[src/rtl/sram_stage_sequencer_pkg.sv]
// Shared types for the decompressor stage sequencer.
// Holds the sequencer state set, the stage codes reported on active_stage,
// the SRAM bus widths, and helpers that map states to stages.
package sram_stage_sequencer_pkg;

    localparam int unsigned ADDR_W = 18;
    localparam int unsigned DATA_W = 16;

    typedef enum logic [2:0] {
        S_SEQ_IDLE,
        S_SEQ_UART,
        S_SEQ_GAP,
        S_SEQ_M2,
        S_SEQ_M1,
        S_SEQ_DONE,
        S_SEQ_ERROR
    } seq_state_type;

    typedef enum logic [1:0] {
        STAGE_NONE = 2'd0,
        STAGE_UART = 2'd1,
        STAGE_M2   = 2'd2,
        STAGE_M1   = 2'd3
    } stage_type;

    // Stage that owns the SRAM port while the sequencer sits in state s.
    function automatic stage_type stage_of(input seq_state_type s);
        case (s)
            S_SEQ_UART: return STAGE_UART;
            S_SEQ_M2:   return STAGE_M2;
            S_SEQ_M1:   return STAGE_M1;
            default:    return STAGE_NONE;
        endcase
    endfunction

    // State entered once the handoff gap that follows stage st has elapsed.
    function automatic seq_state_type stage_after(input stage_type st);
        case (st)
            STAGE_UART: return S_SEQ_M2;
            STAGE_M2:   return S_SEQ_M1;
            default:    return S_SEQ_DONE;
        endcase
    endfunction

endpackage

[src/rtl/sram_stage_sequencer_if.sv]
// Stage requester / SRAM bus bundle for the stage sequencer.
// Carries each requester's address, write data, write enable and done pulse,
// the per-stage enables, and the single muxed SRAM port.
//   master : sequencer side (drives enables and the SRAM port)
//   slave  : requester / board side (drives requests and done pulses)
interface sram_stage_sequencer_if;
    import sram_stage_sequencer_pkg::*;

    logic [ADDR_W-1:0] uart_addr, m2_addr, m1_addr;
    logic [DATA_W-1:0] uart_wdata, m2_wdata, m1_wdata;
    logic              uart_we_n, m2_we_n, m1_we_n;
    logic              uart_done, m2_done, m1_done;
    logic              uart_enable, m2_enable, m1_enable;
    logic [ADDR_W-1:0] SRAM_address;
    logic [DATA_W-1:0] SRAM_write_data;
    logic              SRAM_we_n;

    modport master (
        input  uart_addr, m2_addr, m1_addr,
        input  uart_wdata, m2_wdata, m1_wdata,
        input  uart_we_n, m2_we_n, m1_we_n,
        input  uart_done, m2_done, m1_done,
        output uart_enable, m2_enable, m1_enable,
        output SRAM_address, SRAM_write_data, SRAM_we_n
    );

    modport slave (
        output uart_addr, m2_addr, m1_addr,
        output uart_wdata, m2_wdata, m1_wdata,
        output uart_we_n, m2_we_n, m1_we_n,
        output uart_done, m2_done, m1_done,
        input  uart_enable, m2_enable, m1_enable,
        input  SRAM_address, SRAM_write_data, SRAM_we_n
    );

endinterface

[src/rtl/sram_stage_sequencer_sram_port_mux.sv]
// Combinational 3:1 SRAM port mux.
// Ports: sel (owning stage), per-requester addr/wdata/we_n in,
//        SRAM_address / SRAM_write_data / SRAM_we_n out.
// With no owner the port is parked: address 0, data 0, write disabled.
module sram_port_mux
    import sram_stage_sequencer_pkg::*;
(
    input  stage_type         sel,
    input  logic [ADDR_W-1:0] uart_addr,
    input  logic [DATA_W-1:0] uart_wdata,
    input  logic              uart_we_n,
    input  logic [ADDR_W-1:0] m2_addr,
    input  logic [DATA_W-1:0] m2_wdata,
    input  logic              m2_we_n,
    input  logic [ADDR_W-1:0] m1_addr,
    input  logic [DATA_W-1:0] m1_wdata,
    input  logic              m1_we_n,
    output logic [ADDR_W-1:0] SRAM_address,
    output logic [DATA_W-1:0] SRAM_write_data,
    output logic              SRAM_we_n
);

    always_comb begin
        SRAM_address    = '0;
        SRAM_write_data = '0;
        SRAM_we_n       = 1'b1;
        case (sel)
            STAGE_UART: begin
                SRAM_address    = uart_addr;
                SRAM_write_data = uart_wdata;
                SRAM_we_n       = uart_we_n;
            end
            STAGE_M2: begin
                SRAM_address    = m2_addr;
                SRAM_write_data = m2_wdata;
                SRAM_we_n       = m2_we_n;
            end
            STAGE_M1: begin
                SRAM_address    = m1_addr;
                SRAM_write_data = m1_wdata;
                SRAM_we_n       = m1_we_n;
            end
            default: ;
        endcase
    end

endmodule

[src/rtl/sram_stage_sequencer.sv]
// Top-level stage scheduler for the image decompressor.
// Runs UART load -> M2 -> M1, hands the single SRAM port to one stage at a
// time with an idle gap between owners, and guards each stage with a watchdog.
// Ports:
//   Clock, Resetn           clock, synchronous active-low reset
//   start, skip_load        run request pulse; skip_load picks M2 as first stage
//   soft_abort              abandon the run and return to idle
//   bus (master)            requester inputs, stage enables, muxed SRAM port
//   active_stage            0 none, 1 UART, 2 M2, 3 M1
//   busy, done, error       run in progress, completion pulse, sticky watchdog flag
module sram_stage_sequencer
    import sram_stage_sequencer_pkg::*;
#(
    parameter int unsigned GAP_CYCLES = 2,
    parameter int unsigned TIMEOUT_W  = 24
) (
    input  logic                          Clock,
    input  logic                          Resetn,
    input  logic                          start,
    input  logic                          skip_load,
    input  logic                          soft_abort,
    sram_stage_sequencer_if.master        bus,
    output logic [1:0]                    active_stage,
    output logic                          busy,
    output logic                          done,
    output logic                          error
);

    localparam int unsigned GAP_W = $clog2(GAP_CYCLES + 1);
    localparam logic [GAP_W-1:0] GAP_HANDOFF = GAP_W'(GAP_CYCLES);
    localparam logic [GAP_W-1:0] GAP_FINAL   = GAP_W'(GAP_CYCLES - 1);
    // Timeout fires in the cycle the counter would step onto all-ones.
    localparam logic [TIMEOUT_W-1:0] WD_LAST = {{(TIMEOUT_W-1){1'b1}}, 1'b0};

    seq_state_type          state, next_state;
    stage_type              active_stage_q, last_stage_q;
    logic [TIMEOUT_W-1:0]   wd_q;
    logic [GAP_W-1:0]       gap_cnt_q;
    logic [GAP_W-1:0]       gap_limit;
    logic                   wd_expired;
    logic                   run_start;
    logic                   done_q;
    logic                   error_q;

    assign wd_expired = (wd_q == WD_LAST);

    // Handing the port to another stage keeps one extra release cycle after
    // the outgoing enable drops; the last stage goes straight to DONE.
    assign gap_limit = (stage_after(last_stage_q) == S_SEQ_DONE) ? GAP_FINAL : GAP_HANDOFF;

    // State register and counters
    always_ff @(posedge Clock) begin
        if (!Resetn) begin
            state          <= S_SEQ_IDLE;
            active_stage_q <= STAGE_NONE;
            last_stage_q   <= STAGE_NONE;
            wd_q           <= '0;
            gap_cnt_q      <= '0;
            done_q         <= 1'b0;
            error_q        <= 1'b0;
        end else begin
            state          <= next_state;
            active_stage_q <= stage_of(next_state);
            done_q         <= (next_state == S_SEQ_DONE) && (state != S_SEQ_DONE);

            if (stage_of(next_state) != STAGE_NONE && next_state != state)
                wd_q <= '0;
            else if (stage_of(state) != STAGE_NONE)
                wd_q <= wd_q + 1'b1;

            if (next_state == S_SEQ_GAP && state != S_SEQ_GAP) begin
                gap_cnt_q    <= '0;
                last_stage_q <= stage_of(state);
            end else if (state == S_SEQ_GAP && next_state == S_SEQ_GAP) begin
                gap_cnt_q <= gap_cnt_q + 1'b1;
            end

            if (run_start)
                error_q <= 1'b0;
            else if (next_state == S_SEQ_ERROR && state != S_SEQ_ERROR)
                error_q <= 1'b1;
        end
    end

    // Next-state logic; a stage's own done beats its watchdog expiry
    always_comb begin
        next_state = state;
        run_start  = 1'b0;
        if (soft_abort) begin
            if (state != S_SEQ_IDLE)
                next_state = S_SEQ_IDLE;
        end else begin
            case (state)
                S_SEQ_IDLE, S_SEQ_DONE, S_SEQ_ERROR: begin
                    if (start) begin
                        run_start  = 1'b1;
                        next_state = skip_load ? S_SEQ_M2 : S_SEQ_UART;
                    end
                end
                S_SEQ_UART: begin
                    if (bus.uart_done)    next_state = S_SEQ_GAP;
                    else if (wd_expired)  next_state = S_SEQ_ERROR;
                end
                S_SEQ_M2: begin
                    if (bus.m2_done)      next_state = S_SEQ_GAP;
                    else if (wd_expired)  next_state = S_SEQ_ERROR;
                end
                S_SEQ_M1: begin
                    if (bus.m1_done)      next_state = S_SEQ_GAP;
                    else if (wd_expired)  next_state = S_SEQ_ERROR;
                end
                S_SEQ_GAP: begin
                    if (gap_cnt_q == gap_limit)
                        next_state = stage_after(last_stage_q);
                end
                default: next_state = S_SEQ_IDLE;
            endcase
        end
    end

    // Outputs decoded from registered state
    always_comb begin
        bus.uart_enable = (active_stage_q == STAGE_UART);
        bus.m2_enable   = (active_stage_q == STAGE_M2);
        bus.m1_enable   = (active_stage_q == STAGE_M1);
        active_stage    = active_stage_q;
        busy            = (state == S_SEQ_UART) || (state == S_SEQ_GAP) ||
                          (state == S_SEQ_M2)   || (state == S_SEQ_M1);
        done            = done_q;
        error           = error_q;
    end

    sram_port_mux u_mux (
        .sel             (active_stage_q),
        .uart_addr       (bus.uart_addr),
        .uart_wdata      (bus.uart_wdata),
        .uart_we_n       (bus.uart_we_n),
        .m2_addr         (bus.m2_addr),
        .m2_wdata        (bus.m2_wdata),
        .m2_we_n         (bus.m2_we_n),
        .m1_addr         (bus.m1_addr),
        .m1_wdata        (bus.m1_wdata),
        .m1_we_n         (bus.m1_we_n),
        .SRAM_address    (bus.SRAM_address),
        .SRAM_write_data (bus.SRAM_write_data),
        .SRAM_we_n       (bus.SRAM_we_n)
    );

endmodule

[src/flat_wrapper.sv]
// flat-port wrapper written by rule: the top's interface ports become plain ports
module sram_stage_sequencer_flat import sram_stage_sequencer_pkg::*;
#(
    parameter int unsigned GAP_CYCLES = 2,
    parameter int unsigned TIMEOUT_W  = 24
)
  (Clock, Resetn, start, skip_load, soft_abort, active_stage, busy, done, error, bus_uart_addr, bus_m2_addr, bus_m1_addr, bus_uart_wdata, bus_m2_wdata, bus_m1_wdata, bus_uart_we_n, bus_m2_we_n, bus_m1_we_n, bus_uart_done, bus_m2_done, bus_m1_done, bus_uart_enable, bus_m2_enable, bus_m1_enable, bus_SRAM_address, bus_SRAM_write_data, bus_SRAM_we_n);
  sram_stage_sequencer_if bus_i ();
  input  logic Clock;
  input  logic Resetn;
  input  logic start;
  input  logic skip_load;
  input  logic soft_abort;
  output logic [1:0] active_stage;
  output logic busy;
  output logic done;
  output logic error;
  input wire logic [$bits(bus_i.uart_addr)-1:0] bus_uart_addr;
  input wire logic [$bits(bus_i.m2_addr)-1:0] bus_m2_addr;
  input wire logic [$bits(bus_i.m1_addr)-1:0] bus_m1_addr;
  input wire logic [$bits(bus_i.uart_wdata)-1:0] bus_uart_wdata;
  input wire logic [$bits(bus_i.m2_wdata)-1:0] bus_m2_wdata;
  input wire logic [$bits(bus_i.m1_wdata)-1:0] bus_m1_wdata;
  input wire logic [$bits(bus_i.uart_we_n)-1:0] bus_uart_we_n;
  input wire logic [$bits(bus_i.m2_we_n)-1:0] bus_m2_we_n;
  input wire logic [$bits(bus_i.m1_we_n)-1:0] bus_m1_we_n;
  input wire logic [$bits(bus_i.uart_done)-1:0] bus_uart_done;
  input wire logic [$bits(bus_i.m2_done)-1:0] bus_m2_done;
  input wire logic [$bits(bus_i.m1_done)-1:0] bus_m1_done;
  output wire logic [$bits(bus_i.uart_enable)-1:0] bus_uart_enable;
  output wire logic [$bits(bus_i.m2_enable)-1:0] bus_m2_enable;
  output wire logic [$bits(bus_i.m1_enable)-1:0] bus_m1_enable;
  output wire logic [$bits(bus_i.SRAM_address)-1:0] bus_SRAM_address;
  output wire logic [$bits(bus_i.SRAM_write_data)-1:0] bus_SRAM_write_data;
  output wire logic [$bits(bus_i.SRAM_we_n)-1:0] bus_SRAM_we_n;
  assign bus_i.uart_addr = bus_uart_addr;
  assign bus_i.m2_addr = bus_m2_addr;
  assign bus_i.m1_addr = bus_m1_addr;
  assign bus_i.uart_wdata = bus_uart_wdata;
  assign bus_i.m2_wdata = bus_m2_wdata;
  assign bus_i.m1_wdata = bus_m1_wdata;
  assign bus_i.uart_we_n = bus_uart_we_n;
  assign bus_i.m2_we_n = bus_m2_we_n;
  assign bus_i.m1_we_n = bus_m1_we_n;
  assign bus_i.uart_done = bus_uart_done;
  assign bus_i.m2_done = bus_m2_done;
  assign bus_i.m1_done = bus_m1_done;
  assign bus_uart_enable = bus_i.uart_enable;
  assign bus_m2_enable = bus_i.m2_enable;
  assign bus_m1_enable = bus_i.m1_enable;
  assign bus_SRAM_address = bus_i.SRAM_address;
  assign bus_SRAM_write_data = bus_i.SRAM_write_data;
  assign bus_SRAM_we_n = bus_i.SRAM_we_n;
  sram_stage_sequencer #(.GAP_CYCLES(GAP_CYCLES), .TIMEOUT_W(TIMEOUT_W)) u_core (.Clock(Clock), .Resetn(Resetn), .start(start), .skip_load(skip_load), .soft_abort(soft_abort), .bus(bus_i), .active_stage(active_stage), .busy(busy), .done(done), .error(error));
endmodule
[config.mk]
export PLATFORM = sky130hd
export DESIGN_NAME = sram_stage_sequencer_flat
export DESIGN_NICKNAME = d
export VERILOG_FILES = /design/src/rtl/sram_stage_sequencer_pkg.sv /design/src/rtl/sram_stage_sequencer_if.sv /design/src/rtl/sram_stage_sequencer_sram_port_mux.sv /design/src/rtl/sram_stage_sequencer.sv /design/src/flat_wrapper.sv
export SDC_FILE = /design/constraint.sdc
export NUM_CORES = 1
export LEC_CHECK = 0
export CAP_MARGIN = 40
export CORE_MARGIN = 5
export CORE_UTILIZATION = 35
export CTS_BUF_LIST = sky130_fd_sc_hd__clkbuf_4
export DETAILED_ROUTE_END_ITERATION = 16
export PLACE_DENSITY = 0.73
export SYNTH_ARGS = -nofsm -noshare
export SYNTH_HDL_FRONTEND = slang
export SYNTH_SLANG_ARGS = --single-unit
[constraint.sdc]
create_clock -name Clock -period 2.5 [get_ports Clock]
set_input_delay 0.5 -clock Clock [delete_from_list [all_inputs] [get_ports Clock]]
set_output_delay 0.5 -clock Clock [all_outputs]
set_load 0.01 [all_outputs]
* Yosys cells after proc, flatten, opt, wreduce, memory -nomap -nowiden
Cells that the tools add are included.
** Storage, ports and cells
- Word-level logic and storage cells :: 73
- Bits in registers :: 35
- Output and inout bits :: 43
** Operators by class
- Reduce and logical (&&, ||, !) cells :: 16
- Multiplexer cells :: 23
- Add/subtract/negate cells :: 2
- Equal/unequal tests :: 24
- Bitwise logic cells :: 1
** Operators by type and width (count)
- $pmux 18 s3 :: 1
- $pmux 16 s3 :: 1
- $add 24x1->24 const B :: 1
- $eq 24x24->1 const B :: 1
- $mux 3 :: 8
- $eq 3x3->1 const B :: 7
- $pmux 3 s5 :: 1
- $eq 3x2->1 const B :: 4
- $pmux 2 s3 :: 2
- $mux 2 :: 5
- $eq 2x2->1 const B :: 3
- $eq 3x1->1 const B :: 2
- $ne 3x3->1 const B :: 2
- $pmux 3 s2 :: 1
- $reduce_or 2->1 :: 3
- $logic_and 1x1->1 :: 5
- $eq 2x1->1 const B :: 2
- $reduce_bool 2->1 :: 2
- $logic_not 3->1 :: 1
- $logic_or 1x1->1 :: 3
- $mux 1 :: 3
- $ne 3x2->1 const B :: 1
- $ne 3x3->1 :: 1
- $pmux 1 s3 :: 1
- other kinds (5) :: 5

* Longest topological paths before layout
- Word-level depth :: 16
- Depth in mapped cells :: 10

* Hierarchy
From an unflattened synthesis, not the netlist that was laid out.
** Second synthesis, totals
- Cell total of the unflattened synthesis :: 332
- Area, all modules :: 3231.8 sq um
** Modules (own cells, without submodules)
- sram_stage_sequencer :: cells an instance 248, area each 2274.7 sq um, seq. area each 700.7 sq um, times used 1
- sram_port_mux :: cells an instance 84, area each 957.2 sq um, seq. area each 0.0 sq um, times used 1

* Worst setup path before layout
No wires, ideal clock.
- Path type :: flip-flop to flip-flop
- Start :: register u_core.last_stage_q[0]
- End :: register u_core.wd_q[1]
- Slack :: -0.015 ns
- Path buffers :: 1
- Data required time :: 2.380 ns
- Stages on the path, launching flop included :: 11
- Period minus slack after synthesis :: 2.515 ns
- Arrival :: 2.395 ns
- Cell sequence :: dfxtp_1 > inv_1 > ha_1 > nor4b_1 > o32ai_1 > a21oi_1 > o311ai_4 > or3_4 > a21boi_4 > buf_6 > a21oi_1
** On the way
- Word-level cells in the longest chain between the ends :: 14
- Elaborated cells on any way between the ends :: 18
- Those cells by class :: eq/ne (8); mux (7); reduce/logical (3)
** RTL lines
- start: declaration :: RTL line sram_stage_sequencer.sv:36 : stage_type active_stage_q, last_stage_q;
- start signal: assignment :: RTL line sram_stage_sequencer.sv:73 : last_stage_q <= stage_of(state);
- $eq 2x2->1 or $eq 2x1->1 (tied branches) :: RTL line sram_stage_sequencer_pkg.sv:38 : case (st)
- $pmux 3 s2 (*) :: RTL line sram_stage_sequencer_pkg.sv:38
- $eq 3x3->1 :: RTL line sram_stage_sequencer.sv:49 : assign gap_limit = (stage_after(last_stage_q) == S_SEQ_DONE) ? GAP_FINAL : GAP_HANDOFF;
- $mux 2 :: RTL line sram_stage_sequencer.sv:49
- $eq 2x2->1 :: RTL line sram_stage_sequencer.sv:113 : if (gap_cnt_q == gap_limit)
- $mux 3 (*) :: RTL line sram_stage_sequencer.sv:113
- $pmux 3 s5 (*) :: RTL line sram_stage_sequencer.sv:93 : case (state)
- $mux 3 (*) :: RTL line sram_stage_sequencer.sv:89 : if (soft_abort) begin
- $eq 3x3->1 (tied with other cells) :: RTL line sram_stage_sequencer_pkg.sv:28 : case (s)
- $pmux 2 s3 :: RTL line sram_stage_sequencer_pkg.sv:28
- $mux 2 :: RTL line sram_stage_sequencer.sv:53 : if (!Resetn) begin
- $reduce_bool 2->1 :: RTL line sram_stage_sequencer.sv:66 : if (stage_of(next_state) != STAGE_NONE && next_state != state)
- $logic_and 1x1->1 (*) :: RTL line sram_stage_sequencer.sv:66
- $reduce_or 2->1 (no line) (*)
- end signal: assignment :: RTL line sram_stage_sequencer.sv:69 : wd_q <= wd_q + 1'b1;
- end: declaration :: RTL line sram_stage_sequencer.sv:37 : logic [TIMEOUT_W-1:0] wd_q;
Mark *: on every way between the ends. The rest lies on a longest branch, timed or not. The select of a mux whose other input is x is not followed.
A chain may end at the register's enable or synchronous reset.

* Worst setup path after layout
- Start :: input port skip_load
- End :: register u_core.wd_q[11]
** On the way
- Word-level cells in the longest chain between the ends :: 10
- Elaborated cells on any way between the ends :: 13
- Those cells by class :: eq/ne (4); mux (6); reduce/logical (3)
** RTL lines
- start: declaration :: RTL line flat_wrapper.sv:12 : input logic skip_load;
- $mux 2 (*) :: RTL line sram_stage_sequencer.sv:97 : next_state = skip_load ? S_SEQ_M2 : S_SEQ_UART;
- $mux 3 (*) :: RTL line sram_stage_sequencer.sv:95 : if (start) begin
- $pmux 3 s5 (*) :: RTL line sram_stage_sequencer.sv:93
- $mux 3 (*) :: RTL line sram_stage_sequencer.sv:89
- $eq 3x3->1 (tied with other cells) :: RTL line sram_stage_sequencer_pkg.sv:28
- $pmux 2 s3 :: RTL line sram_stage_sequencer_pkg.sv:28
- $mux 2 :: RTL line sram_stage_sequencer.sv:53
- $reduce_bool 2->1 :: RTL line sram_stage_sequencer.sv:66
- $logic_and 1x1->1 (*) :: RTL line sram_stage_sequencer.sv:66
- $reduce_or 2->1 (no line) (*)
Marks and branches as above.

==> insert_results.sql <==
INSERT INTO impl_metrics (metric_group, metric, value, unit) VALUES
('critical_path', 'critical_path_required', '2750', 'ps'),
('synth', 'synth_cells', '352', ''),
('place', 'placement.io_buffers', '155', ''),
('place', 'place.detailed.instances', '621', ''),
('critical_path', 'cp-start-kind', 'primary input', ''),
('power_and_ir_drop', 'static-leakage-power', '2.10', 'nW'),
('flow_run', 'maxCapViolations', '0', ''),
('synth', 'syn_nets', '469', ''),
('synth', 'synth_simple_gate_area_share', '22.8', '%'),
('power_and_ir_drop', 'powerDensity', '309', 'mW/mm^2'),
('floorplan', 'fp.dieW', '102', 'um'),
('worst_hold_path', 'hold_path_start', 'u_core.last_stage_q[1]', ''),
('final_layout', 'postLayoutCoreUtil', '62.3', '%'),
('final_layout', 'fill_cells', '714', ''),
('synth', 'synth-adder-area-share', '1.70', '%'),
('place', 'place_worst_setup_slack', '-279', 'ps'),
('synth', 'synth_seq_area_share', '23.8', '%'),
('global_routing', 'grt_first_pass_wirelength', '17.1', 'mm'),
('synth', 'mappedNetlistArea', '0.00294', 'sq mm'),
('run_status', 'outcome', 'finished with violations', ''),
('synth', 'synth_top_family_by_area', 'compound AO/OA/AOI/OAI gates', ''),
('final_layout', 'area.growth.synth_to_final', '73.9', '%'),
('sta', 'max_slew_headroom', '74.0', '%'),
('place', 'place.detailed.hpwl', '9.05', 'mm'),
('sta', 'skew', '22.1', 'ps'),
('sta', 'final-hold-violation-count', '0', ''),
('floorplan', 'initial_core_util', '35.8', '%'),
('synth', 'synth_ff_type', 'dfxtp_1', ''),
('cts', 'clk-insertion-delay-late', '360', 'ps'),
('synth', 'synth_compound_gate_area_share', '23.8', '%'),
('sta', 'report.final.setup_viol', '4', ''),
('sta', 'slew_viol_final', '0', ''),
('synth', 'synth_largest_area_cell', 'dfxtp_1', ''),
('route', 'number_of_vias_after_detailed_routing', '3374', ''),
('route', 'dr.first_iter.drc_count', '136', ''),
('floorplan', 'number_of_placement_rows', '33', ''),
('cts', 'clk_pin_slew', '120', 'ps'),
('route', 'vias_per_cell', '5.28', ''),
('worst_hold_path', 'min_path_cells', '1', ''),
('place', 'detailed_place.area', '0.00478', 'sq mm'),
('critical_path', 'crit_fanout', '6', ''),
('power_and_ir_drop', 'totalPowerFinal', '1.58', 'mW'),
('route', 'drcViolationCount', '0', ''),
('critical_path', 'rr_startpoint', 'u_core.last_stage_q[0]', ''),
('worst_hold_path', 'end_of_the_worst_hold_path', 'u_core.last_stage_q[1]', ''),
('synth', 'synth-async-reset-ratio', '0', '%'),
('worst_hold_path', 'min_path_type', 'reg2reg', ''),
('synth', 'yosysUniqueCellTypes', '60', ''),
('synth', 'synth-xor-area-share', '7.44', '%'),
('floorplan', 'die_area', '0.0103', 'sq mm'),
('sta', 'post-route-min-period', '2510', 'ps'),
('run_status', 'failed_checks', 'negative setup slack', ''),
('sta', 'grt_setup_unrepaired', 'true', ''),
('synth', 'synth-warning-count', '0', ''),
('floorplan', 'num_io_pins', '156', ''),
('sta', 'final.setup.worst_slack', '-5.54', 'ps'),
('floorplan', 'die_height', '102', 'um'),
('power_and_ir_drop', 'vdd.ir_drop.worst', '322', 'uV'),
('synth', 'netlist_top_cells_area', 'dfxtp_1, mux2_2, a22o_1', ''),
('final_layout', 'final_net_count', '649', ''),
('critical_path', 'worst-setup-path-type', 'in2reg', ''),
('critical_path', 'reg2reg_to', 'u_core.wd_q[11]', ''),
('route', 'antenna_violating_nets_post_route', '0', ''),
('cts', 'clockBufferDepth', '2', ''),
('critical_path', 'critPathArrivalTime', '2760', 'ps'),
('place', 'gpl.final_weighted_congestion', '0.849', ''),
('route', 'routed_wl', '11.9', 'mm'),
('synth', 'synth-edff-count', '0', ''),
('sta', 'maxClockFrequency', '399', 'MHz'),
('cts', 'root_buffer', 'clkbuf_4', ''),
('cts', 'tritoncts', 'built', '');
routing by layer:
| layer | wire length, um | part of all wire [%] | GRT usage, % | vias up |
|---|---|---|---|---|
| met2 | 5850 | 49 | 37.7 | 135 |
| met1 | 4530 | 38 | 23.3 | 1564 |
| met4 | 494 | 4.1 | 9.82 | 0 |
| met5 | 0 | 0 | 0 | - |
| met3 | 1040 | 8.7 | 5.58 | 26 |
| li1 | - | - | - | 1649 |
how the worst max path moves through the flow:
| stage | from | end | slack, ps | depth (start not counted) |
|---|---|---|---|---|
| floorplan | u_core.last_stage_q[0] | u_core.wd_q[1] | 90 | 10 |
| detailed placement | skip_load | u_core.wd_q[0] | -280 | 9 |
| CTS | u_core.last_stage_q[0] | u_core.wd_q[21] | 5 | 10 |
| global placement | skip_load | u_core.wd_q[0] | -210 | 9 |
| finish | skip_load | u_core.wd_q[11] | -6 | 10 |
| global route | u_core.last_stage_q[1] | u_core.wd_q[19] | -50 | 11 |
kinds of logic after synthesis:
group | count (synthesis)
AND/OR/NAND/NOR | 126
AO/OA/AOI/OAI | 91
multiplexers | 38
flip-flops | 35
buffers and inverters | 33
XOR/XNOR | 25
adder cells (fa/ha/maj) | 4
layout make-up:
class	instances	area, sq um	share of cell area [%]
diodes	1	2.50	0.0489
inverters	8	30.0	0.587
repair buffers	198	1990	38.9
flip-flops and latches	35	714	14.0
clock inverters	3	47.5	0.929
clock buffers	5	37.5	0.733
well taps	105	131	2.57
multi-input cells	284	2170	42.3
where the power goes:
group | internal (mW) | total [mW] | switching, mW
combinational | 0.361 | 0.574 | 0.213
sequential | 0.564 | 0.574 | 0.0103
clock | 0.216 | 0.436 | 0.220
total | 1.14 | 1.58 | 0.443
placed cells by master, fill, tap and decap left out, drive strengths merged, types with 2 or more instances in the layout:
cell / synthesis / layout
mux2i: 2 / 2
nand3: 10 / 10
nor2: 20 / 20
ha: 4 / 4
a21boi: 4 / 4
mux2: 36 / 36
nor3: 6 / 6
nand2: 43 / 43
and2: 2 / 2
nand2b: 9 / 9
xnor2: 17 / 17
clkbuf: 16 / 7
dlymetal6s2s: 0 / 7
nor4: 5 / 5
and3: 2 / 2
a211oi: 2 / 2
a21oi: 29 / 29
o21ai: 4 / 4
o211ai: 2 / 2
nor4bb: 2 / 2
clkdlybuf4s50: 0 / 133
or3: 3 / 3
dlygate4sd2: 0 / 15
nand4: 8 / 8
buf: 9 / 40
xor2: 8 / 8
or2: 2 / 2
nor2b: 9 / 9
dfxtp: 35 / 35
a22oi: 2 / 2
inv: 8 / 9
a22o: 34 / 34
flip-flops by register name, indices dropped and copies added (netlist names):
signal	count
u_core.gap_cnt_q	2
u_core.state	3
u_core.last_stage_q	2
u_core.wd_q	24
u_core.active_stage	2
u_core.error	1
u_core.done	1
synthesized netlist by cell type (all sizes together), types with 3 or more instances:
cell and number:
nor3 6, dfxtp 35, inv 8, a21boi 4, clkbuf 16, nand2 43, or3 3, buf 9
nor2 20, nand4 8, a21oi 29, a22o 34, o21ai 4, nand3 10, mux2 36, xor2 8
nand2b 9, xnor2 17, ha 4, nor4 5, nor2b 9
critical path, stage by stage:
cell and delay (ps):
clkdlybuf4s50_1 450, nand2b_1 160, a311o_1 360, a21oi_2 270, o311ai_4 140, or3_4 370, a21boi_4 180, buf_12 140
clkbuf_16 140, a21oi_1 50
what timing repair did:
action	4_1_cts	5_1_grt
gates cloned	1	3
setup endpoints to repair	47	35
buffers inserted	1	4
pin swaps	2	7
hold buffers	0	0
resized for setup	20	29
(Power assumes the default switching activity.)
